## src/rtl/avg_stats_accum.sv

```systemverilog
// Purpose: gathers sum/mean/max/min/count-above-threshold over one in-order 2^N-sample RAM write pass.
// Latency: statistics are visible the cycle after the accepting edge; mean and done follow the last sample by one edge.
// Backpressure: none; this block only snoops the write stream, and it drops and flags samples that arrive out of order.
module avg_stats_accum #(
    parameter int             W      = 8,
    parameter int             N      = 4,
    parameter logic [W-1:0]   THRESH = 8'h0F
) (
    input  logic             clk,
    input  logic             clr_n,
    input  logic             start,
    input  logic             wr_en,
    input  logic [N-1:0]     wr_addr,
    input  logic [W-1:0]     wr_data,
    input  logic [1:0]       sel,
    output logic             busy,
    output logic             done,
    output logic             err,
    output logic [W+N-1:0]   result,
    output logic [W+N-1:0]   sum_out,
    output logic [N:0]       count_gt
);

    typedef enum logic [1:0] {
        S_IDLE   = 2'd0,
        S_ACCUM  = 2'd1,
        S_FINISH = 2'd2,
        S_DONE   = 2'd3
    } state_t;

    localparam logic [N:0] LAST_ENTRY = (N+1)'((1 << N) - 1);

    state_t          r_state;
    state_t          w_next;
    logic [W+N-1:0]  r_sum;
    logic [W-1:0]    r_mean;
    logic [W-1:0]    r_max;
    logic [W-1:0]    r_min;
    logic [N:0]      r_count;
    logic [N:0]      r_entries;
    logic [N-1:0]    r_exp_addr;
    logic            r_err;

    logic            w_sample;
    logic            w_accept;
    logic            w_drop;
    logic            w_last;

    // A write only counts while accumulating, and a coincident start always wins.
    assign w_sample = (r_state == S_ACCUM) && wr_en && !start;
    assign w_accept = w_sample && (wr_addr == r_exp_addr);
    assign w_drop   = w_sample && (wr_addr != r_exp_addr);
    assign w_last   = w_accept && (r_entries == LAST_ENTRY);

    // State register.
    always_ff @(posedge clk or negedge clr_n) begin
        if (!clr_n) begin
            r_state <= S_IDLE;
        end else begin
            r_state <= w_next;
        end
    end

    // Next-state logic: start rearms from any state; FINISH lasts exactly one cycle.
    always_comb begin
        w_next = r_state;
        if (start) begin
            w_next = S_ACCUM;
        end else begin
            case (r_state)
                S_IDLE:   w_next = S_IDLE;
                S_ACCUM:  w_next = w_last ? S_FINISH : S_ACCUM;
                S_FINISH: w_next = S_DONE;
                S_DONE:   w_next = S_DONE;
                default:  w_next = S_IDLE;
            endcase
        end
    end

    // Status outputs decoded from state.
    always_comb begin
        busy = (r_state == S_ACCUM) || (r_state == S_FINISH);
        done = (r_state == S_DONE);
    end

    // Statistics datapath: clear on start, fold in accepted samples, latch mean during FINISH.
    always_ff @(posedge clk or negedge clr_n) begin
        if (!clr_n) begin
            r_sum      <= '0;
            r_mean     <= '0;
            r_max      <= '0;
            r_min      <= '1;
            r_count    <= '0;
            r_entries  <= '0;
            r_exp_addr <= '0;
            r_err      <= 1'b0;
        end else if (start) begin
            r_sum      <= '0;
            r_mean     <= '0;
            r_max      <= '0;
            r_min      <= '1;
            r_count    <= '0;
            r_entries  <= '0;
            r_exp_addr <= '0;
            r_err      <= 1'b0;
        end else begin
            if (w_accept) begin
                r_sum      <= r_sum + (W+N)'(wr_data);
                r_max      <= (wr_data > r_max) ? wr_data : r_max;
                r_min      <= (wr_data < r_min) ? wr_data : r_min;
                r_count    <= (wr_data > THRESH) ? r_count + (N+1)'(1) : r_count;
                r_entries  <= r_entries + (N+1)'(1);
                // Wraps to zero only on the final sample of a pass.
                r_exp_addr <= r_exp_addr + N'(1);
            end
            if (w_drop) begin
                r_err <= 1'b1;
            end
            if (r_state == S_FINISH) begin
                r_mean <= r_sum[W+N-1:N];
            end
        end
    end

    // Result mux for the display path.
    always_comb begin
        case (sel)
            2'd0:    result = {{N{1'b0}}, r_mean};
            2'd1:    result = {{N{1'b0}}, r_max};
            2'd2:    result = {{N{1'b0}}, r_min};
            default: result = {{(W-1){1'b0}}, r_count};
        endcase
    end

    assign sum_out  = r_sum;
    assign count_gt = r_count;
    assign err      = r_err;

endmodule

```

## config.mk

```make
export PLATFORM = sky130hd
export DESIGN_NAME = avg_stats_accum
export DESIGN_NICKNAME = d
export VERILOG_FILES = /design/src/rtl/avg_stats_accum.sv
export SDC_FILE = /design/constraint.sdc
export NUM_CORES = 1
export LEC_CHECK = 0
export BUFFER_PORTS_ARGS = -buffer_cell sky130_fd_sc_hd__buf_2
export CAP_MARGIN = 20
export CORE_MARGIN = 3
export CORE_UTILIZATION = 40
export CTS_BUF_LIST = sky130_fd_sc_hd__clkbuf_2
export DETAILED_ROUTE_END_ITERATION = 6
export GPL_TIMING_DRIVEN = 0
export PLACE_DENSITY = 0.6
export SKIP_CTS_REPAIR_TIMING = 1
export SLEW_MARGIN = 5
export SYNTH_ARGS = -nofsm -noshare
export SYNTH_HDL_FRONTEND = slang
export SYNTH_SLANG_ARGS = --single-unit
```

## constraint.sdc

```tcl
create_clock -name clk -period 7 [get_ports clk]
set_clock_uncertainty 0.05 [all_clocks]
set_input_delay 0 -clock clk [delete_from_list [all_inputs] [get_ports clk]]
set_output_delay 0 -clock clk [all_outputs]
set_load 0.005 [all_outputs]
```

# ---- After elaboration in Yosys (flattened, before gate mapping)
# Cells that the tools add are included.
dict set report op_classes {
  eq_ne 8
  magnitude_cmp 3
  addsub 4
  n_mux 23
  n_reduce_logical 19
}
# op n
set op_table {}
lappend op_table {{$mux W8} 8}
lappend op_table {{$mux W5} 5}
lappend op_table {{$mux W12} 2}
lappend op_table {{$pmux W8 S3} 1}
lappend op_table {{$add A12 B8 Y12} 1}
lappend op_table {{$reduce_bool A2 Y1} 6}
lappend op_table {{$add A5 B1 Y5 const B} 2}
lappend op_table {{$gt A8 B4 Y1 const B} 1}
lappend op_table {{$gt A8 B8 Y1} 1}
lappend op_table {{$lt A8 B8 Y1} 1}
lappend op_table {{$mux W4} 2}
lappend op_table {{$eq A2 B2 Y1 const B} 3}
lappend op_table {{$pmux W2 S3} 1}
lappend op_table {{$reduce_and A2 Y1} 3}
lappend op_table {{$eq A5 B4 Y1 const B} 1}
lappend op_table {{$logic_and A1 B1 Y1} 5}
lappend op_table {{$add A4 B1 Y4 const B} 1}
lappend op_table {{$eq A2 B1 Y1 const B} 2}
lappend op_table {{$eq A4 B4 Y1} 1}
lappend op_table {{$logic_not A2 Y1} 2}
lappend op_table {{$mux W2} 2}
lappend op_table {{$ne A4 B4 Y1} 1}
lappend op_table {{$mux W1} 2}
lappend op_table {{$reduce_or A2 Y1} 1}
lappend op_table {{2 further kinds} 2}
dict set report totals {
  in_bits 18
  reg_bits 53
  elab_cells 66
}

# ---- Depth between registers and ports, before layout
dict set report depth {
  word_depth 8
  ltp_mapped 9
  ltp_nobuf 7
}

# ---- Worst setup path before layout
# OpenSTA, ideal clock, no wires.
dict set report synth_timing {
  path_kind {register -> register}
  from {register r_sum[0], in the netlist sum_out[0]}
  to {register r_sum[10], in the netlist sum_out[10]}
  path_buffers 0
  setup_time_ns 0.125
  path_stages_with_launch 8
  synth_period_minus_slack_ns 2.296
  required_ns 6.825
  arrival_ns 2.121
  setup_slack_ns 4.704
  cell_sequence {dfrtp_1 -> ha_1 -> fa_1 -> a21o_1 -> a221oi_1 -> o21ai_0 -> nand4_1 -> mux2_2}
}
dict set report synth_via {
  elab_chain_len 3
}
# element line_no
set synth_lines {}
lappend synth_lines {{start, declared} 35} ;# logic [W+N-1:0] r_sum;
lappend synth_lines {{start signal, assigned} 108} ;# r_sum <= r_sum + (W+N)'(wr_data);
lappend synth_lines {{$add A12 B8 Y12} 108}
lappend synth_lines {{$mux W12} 107} ;# if (w_accept) begin
lappend synth_lines {{$mux W12} 97} ;# end else if (start) begin
# Every way passes these cells. The select of a mux whose other input is x is not followed.
# A chain may end at the register's enable or synchronous reset.

# ---- Worst setup path in the final report
# Same ends and word-level chain as after synthesis.

==> impl_metrics.prom <==
# TYPE chip_impl_metric gauge
chip_impl_metric{name="dieHeight",unit="um"} 98.19
chip_impl_metric{name="route.detailed.vias_per_inst",unit=""} 5.238
chip_impl_metric{name="critical_path_required",unit="ns"} 7.28
chip_impl_metric{name="final.period_utilization",unit=""} 0.3716
chip_impl_metric{name="diodes",unit=""} 0
chip_impl_metric{name="max_freq",unit="MHz"} 384.4
chip_impl_metric{name="leakage",unit="nW"} 1.910
chip_impl_metric{name="htree_levels",unit=""} 2
chip_impl_metric{name="finalNetCount",unit=""} 463
chip_impl_info{name="path_class",value="reg -> reg"} 1
chip_impl_metric{name="core_area",unit="um^2"} 7968
chip_impl_metric{name="fin_crit",unit="ns"} 2.601
chip_impl_metric{name="p_comb_frac",unit=""} 0.163
chip_impl_metric{name="first_pass_grt_wire_length",unit="um"} 13590
chip_impl_metric{name="final-max-slew-violation-count",unit=""} 0
chip_impl_metric{name="cts_buffers",unit=""} 5
chip_impl_info{name="critPathCaptureType",value="flop"} 1
chip_impl_metric{name="die_x",unit="um"} 98.19
chip_impl_info{name="startpoint_class",value="flop"} 1
chip_impl_info{name="worst_hold_path_type",value="in -> async"} 1
chip_impl_metric{name="ys_ff_latch",unit=""} 53
chip_impl_metric{name="mappedNetlistArea",unit="um^2"} 3400
chip_impl_metric{name="netlist_instances",unit=""} 348
chip_impl_metric{name="total_number_of_vias",unit=""} 2703
chip_impl_info{name="synth_area_leader_cell",value="sky130_fd_sc_hd__dfrtp_1"} 1
chip_impl_metric{name="cts-root-to-sink-buffers",unit=""} 2
chip_impl_metric{name="dr.first_iter.drc_count",unit=""} 84
chip_impl_metric{name="clkTransAtPathRegs",unit="ns"} 0.26
chip_impl_metric{name="vias_in_the_first_global_route",unit=""} 2693
chip_impl_metric{name="fraction_of_layout_cells_with_a_size_suffix_above_1",unit=""} 0.1932
chip_impl_info{name="run_status",value="finished, final reports clean"} 1
chip_impl_metric{name="layout-area-overhead-vs-synth",unit="%"} 15.50
chip_impl_metric{name="finalSetupTns",unit="ns"} 0
chip_impl_info{name="most_common_cell_in_the_synthesized_netlist",value="sky130_fd_sc_hd__dfrtp_1"} 1
chip_impl_info{name="endpoint_of_the_worst_register_to_register_path",value="sum_out[10]"} 1
chip_impl_info{name="tritoncts",value="done"} 1
chip_impl_metric{name="grtUsageTotal",unit=""} 0.1730
chip_impl_metric{name="place.gp.congestion",unit=""} 0.8157
chip_impl_metric{name="worst_slew_pin_slew",unit="ns"} 0.7146
chip_impl_metric{name="grt_start_max_net_pins",unit=""} 37
chip_impl_metric{name="cts.sink_count",unit=""} 53
chip_impl_metric{name="finalCoreUtilization",unit=""} 0.4928
chip_impl_metric{name="initial_antenna_violation_count",unit=""} 0
chip_impl_metric{name="detail_route.drc_violations",unit=""} 0
chip_impl_metric{name="p_sw_frac",unit=""} 0.2814
chip_impl_info{name="rr_startpoint",value="sum_out[0]"} 1
chip_impl_metric{name="dieArea",unit="um^2"} 9641
chip_impl_metric{name="ant_nets",unit=""} 0
chip_impl_metric{name="yosysWarnings",unit=""} 0
chip_impl_metric{name="top_level_ports",unit=""} 50
chip_impl_metric{name="power_frac_seq",unit=""} 0.604
chip_impl_metric{name="rrSetupSlack",unit="ns"} 4.40
chip_impl_info{name="synth_flop_cell",value="sky130_fd_sc_hd__dfrtp_1"} 1
chip_impl_metric{name="proportion_of_register_bits_with_asynchronous_set_or_reset_after_synthesis",unit=""} 1.000
chip_impl_metric{name="sequential_fraction_of_the_synthesis_area",unit=""} 0.3931
chip_impl_metric{name="grt_overflow",unit=""} 0
chip_impl_metric{name="irDropWorstVdd",unit="V"} 0.00005349
chip_impl_metric{name="ff2ff_path_depth",unit=""} 7
chip_impl_info{name="post_synth_main_area_contributors",value="sky130_fd_sc_hd__dfrtp_1 33%, sky130_fd_sc_hd__ha_1 11%, sky130_fd_sc_hd__mux2i_1 7.9%, sky130_fd_sc_hd__dfstp_2 6.2%, sky130_fd_sc_hd__nor2_1 4.7%"} 1
chip_impl_metric{name="initial_core_util",unit=""} 0.4267
chip_impl_metric{name="setup_viol",unit=""} 0
chip_impl_metric{name="length_of_the_first_detailed_routing_pass_in_iterations",unit=""} 4
chip_impl_metric{name="yosysUniqueCellTypes",unit=""} 44
chip_impl_metric{name="wl_per_cell",unit="um"} 15.89
chip_impl_info{name="grt_setup_unrepaired",value="no"} 1
chip_impl_metric{name="row_count",unit=""} 32
chip_impl_metric{name="p_per_area",unit="nW/um^2"} 132.4
chip_impl_metric{name="port-buffer-count",unit=""} 43
chip_impl_metric{name="timing.critical_path.arrival",unit="ns"} 2.88
chip_impl_metric{name="synth_edf_count",unit=""} 0
chip_impl_metric{name="max_cap_violation_count",unit=""} 0
chip_impl_info{name="clock-root-buffer",value="sky130_fd_sc_hd__clkbuf_2"} 1
chip_impl_metric{name="clock_latency",unit="ns"} 0.41
chip_impl_metric{name="slew_headroom",unit=""} 0.5236
chip_impl_metric{name="detailed_place_hpwl",unit="um"} 6195
chip_impl_metric{name="power.internal",unit="mW"} 0.3736
chip_impl_metric{name="wirelength",unit="um"} 8197
chip_impl_metric{name="hold_violations",unit=""} 0
chip_impl_metric{name="path_max_fanout",unit=""} 3
chip_impl_metric{name="synth_top_area_share",unit=""} 0.3312
chip_impl_metric{name="net-switching-power",unit="mW"} 0.1463
chip_impl_info{name="synth_common_cells",value="45 x sky130_fd_sc_hd__dfrtp_1, 43 x sky130_fd_sc_hd__nor2_1, 41 x sky130_fd_sc_hd__nand2_1"} 1
chip_impl_metric{name="synth.avg_cell_area",unit="um^2"} 9.769
chip_impl_metric{name="pwr-share-clk",unit=""} 0.233
[area by class of cell]
| cell class | instances | area, um^2 |
|---|---|---|
| Fill cell | 784 | 4041 |
| Multi-Input combinational cell | 258 | 1904 |
| Sequential cell | 53 | 1336 |
| Timing Repair Buffer | 55 | 345.3 |
| Tap cell | 102 | 127.6 |
| Buffer | 18 | 87.58 |
| Inverter | 22 | 82.58 |
| Clock buffer | 7 | 35.03 |
| Clock inverter | 1 | 7.507 |
[worst max-delay path by stage]
stage,to,start,slack [ns],cells after the start
2_1_floorplan,sum_out[10],sum_out[0],4.70,7
3_3_place_gp,sum_out[10],sum_out[0],4.45,7
3_5_place_dp,sum_out[10],sum_out[0],4.45,7
4_1_cts,sum_out[10],sum_out[0],4.41,7
5_1_grt,sum_out[10],sum_out[0],4.24,7
6_report,sum_out[10],sum_out[0],4.40,7
[power groups by stage]
stage	combinational (mW)	clock, mW	sequential [mW]
after CTS	0.0810	0.128	0.314
after global placement	0.0780	0	0.319
final	0.0847	0.121	0.314
after global routing	0.0959	0.142	0.315
after floorplan	0.0471	0	0.318
after detailed placement	0.0803	0	0.319
[critical path, stage by stage (launching register included)]
cell and delay [ns]:
sky130_fd_sc_hd__dfrtp_1 0.45, sky130_fd_sc_hd__ha_1 0.23, sky130_fd_sc_hd__fa_1 0.42, sky130_fd_sc_hd__a21o_1 0.19
sky130_fd_sc_hd__a221oi_1 0.40, sky130_fd_sc_hd__o21ai_0 0.27, sky130_fd_sc_hd__nand4_1 0.17, sky130_fd_sc_hd__mux2_2 0.34
[sequential cells by signal, summed over array words and instances (netlist names)]
register    flops
r_mean          8
r_state         2
r_min           8
err             1
r_max           8
sum_out        12
r_entries       5
count_gt        5
r_exp_addr      4
[kinds of logic after synthesis]
group                    share of synthesized area
flip-flops                                  0.3931
adder cells (fa/ha/maj)                     0.1200
buffers and inverters                      0.05005
multiplexers                                0.1259
AND/OR/NAND/NOR                             0.1601
AO/OA/AOI/OAI                               0.1086
XOR/XNOR                                   0.04122
other                                     0.001103
[per-stage QoR]
stage | total power, mW | cell area, um^2 | cells | hold slack [ns] | worst slack (ns)
6_report | 0.5199 | 3926 | 516 | 0.09079 | 4.399
5_1_grt | 0.5533 | 3926 | 516 | 0.05708 | 4.244
4_1_cts | 0.5232 | 3816 | 505 | -0.5881 | 4.415
3_5_place_dp | 0.3994 | 3774 | 497 | -0.07991 | 4.450
3_3_place_gp | 0.3969 | 3754 | 496 | 0.2601 | 4.450
2_1_floorplan | 0.3656 | 3411 | 351 | -0.3456 | 4.704
[per-layer routing]
metal,GRT usage,vias up,share of wire
met5,0,-,0
met3,0.02571,2,0.032
met2,0.2953,50,0.49
li1,-,1327,-
met1,0.2364,1324,0.48
met4,0.03151,0,0.0038
[cells in the final DEF, fill, tap and decap left out, types with 6 or more instances in the layout]
cell	Yosys	routed
sky130_fd_sc_hd__nand4_1	6	6
sky130_fd_sc_hd__xnor2_1	6	6
sky130_fd_sc_hd__o21ai_0	6	6
sky130_fd_sc_hd__buf_2	1	44
sky130_fd_sc_hd__dfrtp_1	45	45
sky130_fd_sc_hd__xor2_1	10	10
sky130_fd_sc_hd__clkbuf_1	8	8
sky130_fd_sc_hd__ha_1	31	31
sky130_fd_sc_hd__a211oi_1	7	7
sky130_fd_sc_hd__nor2_1	43	43
sky130_fd_sc_hd__mux2i_1	27	27
sky130_fd_sc_hd__nand2_1	41	41
sky130_fd_sc_hd__a21o_1	6	6
sky130_fd_sc_hd__a21oi_1	17	17
sky130_fd_sc_hd__dfstp_2	8	8
sky130_fd_sc_hd__clkbuf_2	0	7
sky130_fd_sc_hd__nand3_1	7	7
sky130_fd_sc_hd__inv_1	21	21
sky130_fd_sc_hd__dlygate4sd3_1	0	11
No activity file was read; power rests on OpenSTA's default activity.
